### config.mk
export PLATFORM = sky130hd
export DESIGN_NAME = io_input_conditioner
export DESIGN_NICKNAME = d
export VERILOG_FILES = /design/src/rtl/user_io_pkg.sv /design/src/rtl/debounce_channel.sv /design/src/rtl/io_input_conditioner.sv
export SDC_FILE = /design/constraint.sdc
export NUM_CORES = 1
export LEC_CHECK = 0
export CAP_MARGIN = 30
export CELL_PAD_IN_SITES_DETAIL_PLACEMENT = 0
export CELL_PAD_IN_SITES_GLOBAL_PLACEMENT = 1
export CORE_UTILIZATION = 49
export CTS_CLUSTER_SIZE = 10
export DETAILED_ROUTE_END_ITERATION = 10
export PLACE_DENSITY = 0.81
export RECOVER_POWER = 25
export SYNTH_ARGS = -nofsm -noshare
export SYNTH_HDL_FRONTEND = slang
export SYNTH_HIERARCHICAL = 1
export SYNTH_SLANG_ARGS = --single-unit
export TNS_END_PERCENT = 10
### constraint.sdc
create_clock -name clk -period 4.65 [get_ports clk]
set_input_delay 0.93 -clock clk [delete_from_list [all_inputs] [get_ports clk]]
set_output_delay 0.93 -clock clk [all_outputs]
set_load 0.02 [all_outputs]
### src/rtl/user_io_pkg.sv
// Shared constants for the user I/O slice: pin map, output-enable encoding,
// conditioned channel order and debounce depth defaults.
package user_io_pkg;

    localparam int PIN_RESET  = 23;
    localparam int PIN_ENABLE = 22;
    localparam int PIN_SWITCH = 11;
    localparam int PIN_BUTTON = 10;

    // Bit positions inside the conditioner's channel vectors
    localparam int CH_RESET  = 0;
    localparam int CH_ENABLE = 1;
    localparam int CH_SWITCH = 2;
    localparam int CH_BUTTON = 3;

    localparam logic OUTPUT_ENABLE  = 1'b1;
    localparam logic OUTPUT_DISABLE = 1'b0;

    localparam int DEBOUNCE_CYCLES_HW  = 50000;
    localparam int DEBOUNCE_CYCLES_SIM = 4;

    // A single-cycle debounce still needs one counter bit
    function automatic int cnt_width(input int cycles);
        return (cycles > 1) ? $clog2(cycles) : 1;
    endfunction

endpackage

### src/rtl/debounce_channel.sv
// One conditioned pin: synchroniser chain, stability counter, debounced level,
// registered rise/fall pulses and a press-toggled level.
module debounce_channel
    import user_io_pkg::*;
#(
    parameter int SYNC_STAGES     = 2,
    parameter int DEBOUNCE_CYCLES = DEBOUNCE_CYCLES_HW
) (
    input  logic clk,
    input  logic rst,
    input  logic raw,
    output logic level,
    output logic rise,
    output logic fall,
    output logic toggle
);
    localparam int             CW       = cnt_width(DEBOUNCE_CYCLES);
    localparam logic [CW-1:0]  CNT_LAST = CW'(DEBOUNCE_CYCLES - 1);

    logic [SYNC_STAGES-1:0] sync_q;
    logic [CW-1:0]          cnt;
    logic                   synced;
    logic                   mismatch;
    logic                   accept;

    assign synced   = sync_q[SYNC_STAGES-1];
    assign mismatch = synced ^ level;
    // Counter saturates at CNT_LAST and clears on acceptance, so it never wraps
    assign accept   = mismatch && (cnt == CNT_LAST);

    always_ff @(posedge clk) begin
        if (rst) begin
            sync_q <= '0;
            cnt    <= '0;
            level  <= 1'b0;
            rise   <= 1'b0;
            fall   <= 1'b0;
            toggle <= 1'b0;
        end else begin
            sync_q <= {sync_q[SYNC_STAGES-2:0], raw};
            if (!mismatch || accept) cnt <= '0;
            else                     cnt <= cnt + 1'b1;
            if (accept) level <= synced;
            rise   <= accept & synced;
            fall   <= accept & ~synced;
            toggle <= toggle ^ (accept & synced);
        end
    end

endmodule

### src/rtl/io_input_conditioner.sv
// Conditions the raw user pins into clean levels, edge pulses and toggles.
// Downstream: level_out[CH_RESET] is the counter reset, toggle_out[CH_BUTTON]|level_out[CH_ENABLE] its enable.
module io_input_conditioner
    import user_io_pkg::*;
#(
    parameter int NUM_INPUTS      = 4,
    parameter int SYNC_STAGES     = 2,
`ifdef SIM
    parameter int DEBOUNCE_CYCLES = DEBOUNCE_CYCLES_SIM
`else
    parameter int DEBOUNCE_CYCLES = DEBOUNCE_CYCLES_HW
`endif
) (
    input  logic                  clk,
    input  logic                  rst,
    input  logic [NUM_INPUTS-1:0] raw_in,
    output logic [NUM_INPUTS-1:0] level_out,
    output logic [NUM_INPUTS-1:0] rise_pulse,
    output logic [NUM_INPUTS-1:0] fall_pulse,
    output logic [NUM_INPUTS-1:0] toggle_out
);

    for (genvar i = 0; i < NUM_INPUTS; i++) begin : g_ch
        debounce_channel #(
            .SYNC_STAGES    (SYNC_STAGES),
            .DEBOUNCE_CYCLES(DEBOUNCE_CYCLES)
        ) u_ch (
            .clk   (clk),
            .rst   (rst),
            .raw   (raw_in[i]),
            .level (level_out[i]),
            .rise  (rise_pulse[i]),
            .fall  (fall_pulse[i]),
            .toggle(toggle_out[i])
        );
    end

endmodule
==> flow_metrics.tcl <==
set metrics [dict create \
    synthesis.area_sq_um 3600 \
    hold_buffers 0 \
    r2r_slack_ps 2380 \
    syn_inst 396 \
    die-area_sq_um 7690 \
    core_sq_um 6940 \
    die_h_um 87.7 \
    gp_congestion 0.777 \
    wl_per_cell_um 12.0 \
    cts-resized-gates 0 \
    clk_pin_slew_ps 80 \
    clock_path_buffers 2 \
    grt_overflow 0 \
    rsz0062_at_grt "false" \
    synthDistinctLibCells 25 \
    critPathMaxStageDelay_ps 960 \
    path_buf_inv 2 \
    n_fill_cell 629 \
    fp.dieW_um 87.7 \
    grt_pass1_wl_um 11200 \
    io_buffer_count 21 \
    period_needed_ps 2580 \
    hold_path_class "flip-flop to flip-flop" \
    hpwl_um 4480 \
    tightestPinTransition_ps 652 \
    start_util_pct 51.8 \
    fin_util_pct 59.3 \
    final-seq-area_sq_um 1760 \
    finalWorstSetupSlack_ps 2070 \
    syn_to_final_growth_pct 14.5 \
    cp_top_family "buffers and inverters" \
    dr.pass1.iters 4 \
    grt_max_degree 21 \
    clk_latency_ps 340 \
    grt_pass1_vias 2451 \
    insertedDiodeCount 0 \
    setup_tns_ps 0 \
    fp-row-count 30 \
    postCtsSetupBuffers 0 \
    synth_nets 406 \
    endpoint_kind "flip-flop" \
    fmax_ghz 0.388 \
    fin_nets 435 \
    cts_sinks 88 \
    cts_tree "built" \
    clock_skew_ps 5.24 \
    ir_drop_mv 0.197 \
    hold_violations 0 \
    place_ws_ps 1930 \
    antenna_found_initial 0 \
    drv_slew 0 \
    layout-drive-gt1-share_pct 5.58 \
    cp_data_arrival_time_ps 2780 \
    numCtsBuffers 9 \
    cellPowerDensity_nw_per_um2 323 \
    crit_path_start_kind "primary input" \
    grt_usage_pct 18.5 \
    maxSlewHeadroom_pct 56.4 \
    syn_avg_cell_area_sq_um 9.09 \
    cts_root_buf "clkbuf_8" \
    leakage_nw 1.26 \
    htree_levels 3 \
    ant_nets 0 \
    cpMaxStageDelayCell "dlygate4sd3_1" \
    fin_crit_sh_pct 55.5 \
    viasPerCell 5.21 \
    path_class "primary input to flip-flop" \
    maxCapViolCount 0 \
    drt-initial-drc-count 78 \
    finalPower_w 0.00133 \
    synth_sequential_area_ratio_pct 49.0 \
    status "finished, final reports clean" \
    vias 2740 \
    multi_input_area_sq_um 1760 \
    ys_warn_count 6 \
    ys_ff_latch 88 \
    crit_required_ps 4850 \
    drcViolationCount 0 \
    setup_viol_count_final 0 \
    wirelength_um 6320 \
    cp_cell_sequence "dlygate4sd3_1 -> clkbuf_1 -> a21oi_1 -> o21ai_2 -> nor2_1" \
    io_pins 22 \
    crit_fanout 20 \
]
==> synth_stat cells <==
master	count	area [sq um]
a21oi_1	12	60.1
and2_1	4	25.0
and3_1	8	50.1
buf_2	4	20.0
dfxtp_1	88	1760
ha_1	4	50.1
inv_1	12	45.0
nand2_1	12	45.0
nand2b_1	12	75.1
nand3_1	24	120
nand4_1	12	75.1
nor2_1	68	255
nor2b_1	8	50.1
nor3_1	20	100
nor4_1	16	100
o21ai_0	4	20.0
o21ai_2	4	35.0
o31ai_1	4	30.0
or2_2	4	25.0
or3_1	8	50.1
or4_1	4	30.0
or4_4	4	45.0
or4b_1	4	40.0
xnor2_1	40	350
xor2_1	16	140
==> cell usage in the layout (no fill, tap or decap), types with 7 or more instances in the layout <==
cell,synthesis,final
nor2_1,68,68
clkbuf_8,0,13
nand3_1,24,24
nand2b_1,12,12
inv_1,12,12
clkdlybuf4s50_1,0,20
or4_1,4,7
nand2_1,12,12
or3_1,8,8
nor3_1,20,20
xnor2_1,40,40
a21oi_1,12,12
dfxtp_1,88,88
and3_1,8,8
nand4_1,12,12
nor4_1,16,16
xor2_1,16,16
nor2b_1,8,8
==> sequential cells by signal (all words and copies together) (netlist names) <==
register	count
g_ch.u_ch/level	4
g_ch.u_ch/toggle	4
g_ch.u_ch/fall	4
g_ch.u_ch/rise	4
g_ch.u_ch/cnt	64
g_ch.u_ch/sync_q	8
==> path summary, 6_finish.rpt <==
path / startpoint / end / depth (start not counted)
setup / recovery: rst / g_ch[1].u_ch/cnt[5]$_SDFF_PP0_ / 5
hold / removal: g_ch[2].u_ch/sync_q[0]$_SDFF_PP0_ / g_ch[2].u_ch/sync_q[1]$_SDFF_PP0_ / 1
setup reg to reg: g_ch[0].u_ch/cnt[11]$_SDFF_PP0_ / g_ch[0].u_ch/cnt[14]$_SDFF_PP0_ / 4
hold reg to reg: g_ch[2].u_ch/sync_q[0]$_SDFF_PP0_ / g_ch[2].u_ch/sync_q[1]$_SDFF_PP0_ / 1
==> final cells by class <==
type / count / area share (%)
clock buffer: 14 / 4.43
clock inverter: 2 / 0.851
inverter: 12 / 1.09
multi-input combinational: 292 / 42.7
sequential: 88 / 42.8
tap: 96 / 2.92
timing repair buffer: 22 / 5.19
==> cell families after synthesis <==
family / share of synthesized area [%]
compound gates: 4.03
xor+xnor: 13.6
simple gates: 30.2
flops: 49.0
buf+inv: 1.81
fa+ha+maj: 1.39
==> routing by layer <==
| metal | share of wire (%) | vias up | global-route usage [%] |
|---|---|---|---|
| met5 | 0 | - | 0 |
| li1 | - | 1427 | - |
| met2 | 42 | 44 | 28.5 |
| met1 | 53 | 1264 | 25.2 |
| met4 | 0.84 | 0 | 6.71 |
| met3 | 3.5 | 5 | 4.81 |
==> metrics by stage <==
step	cells	hold slack (ps)	cell area (sq um)
4_1_cts	526	441	4130
3_5_place_dp	510	420	3920
5_1_grt	526	464	4120
2_1_floorplan	396	414	3600
3_3_place_gp	510	421	3920
6_report	526	440	4120
==> where the power goes <==
group,total (W),internal [W],switching [W]
logic,0.0000183,0.00000740,0.0000109
registers,0.000759,0.000757,0.00000220
clock network,0.000553,0.000307,0.000246
total,0.00133,0.00107,0.000259
Power figures use the tool's default switching activity.
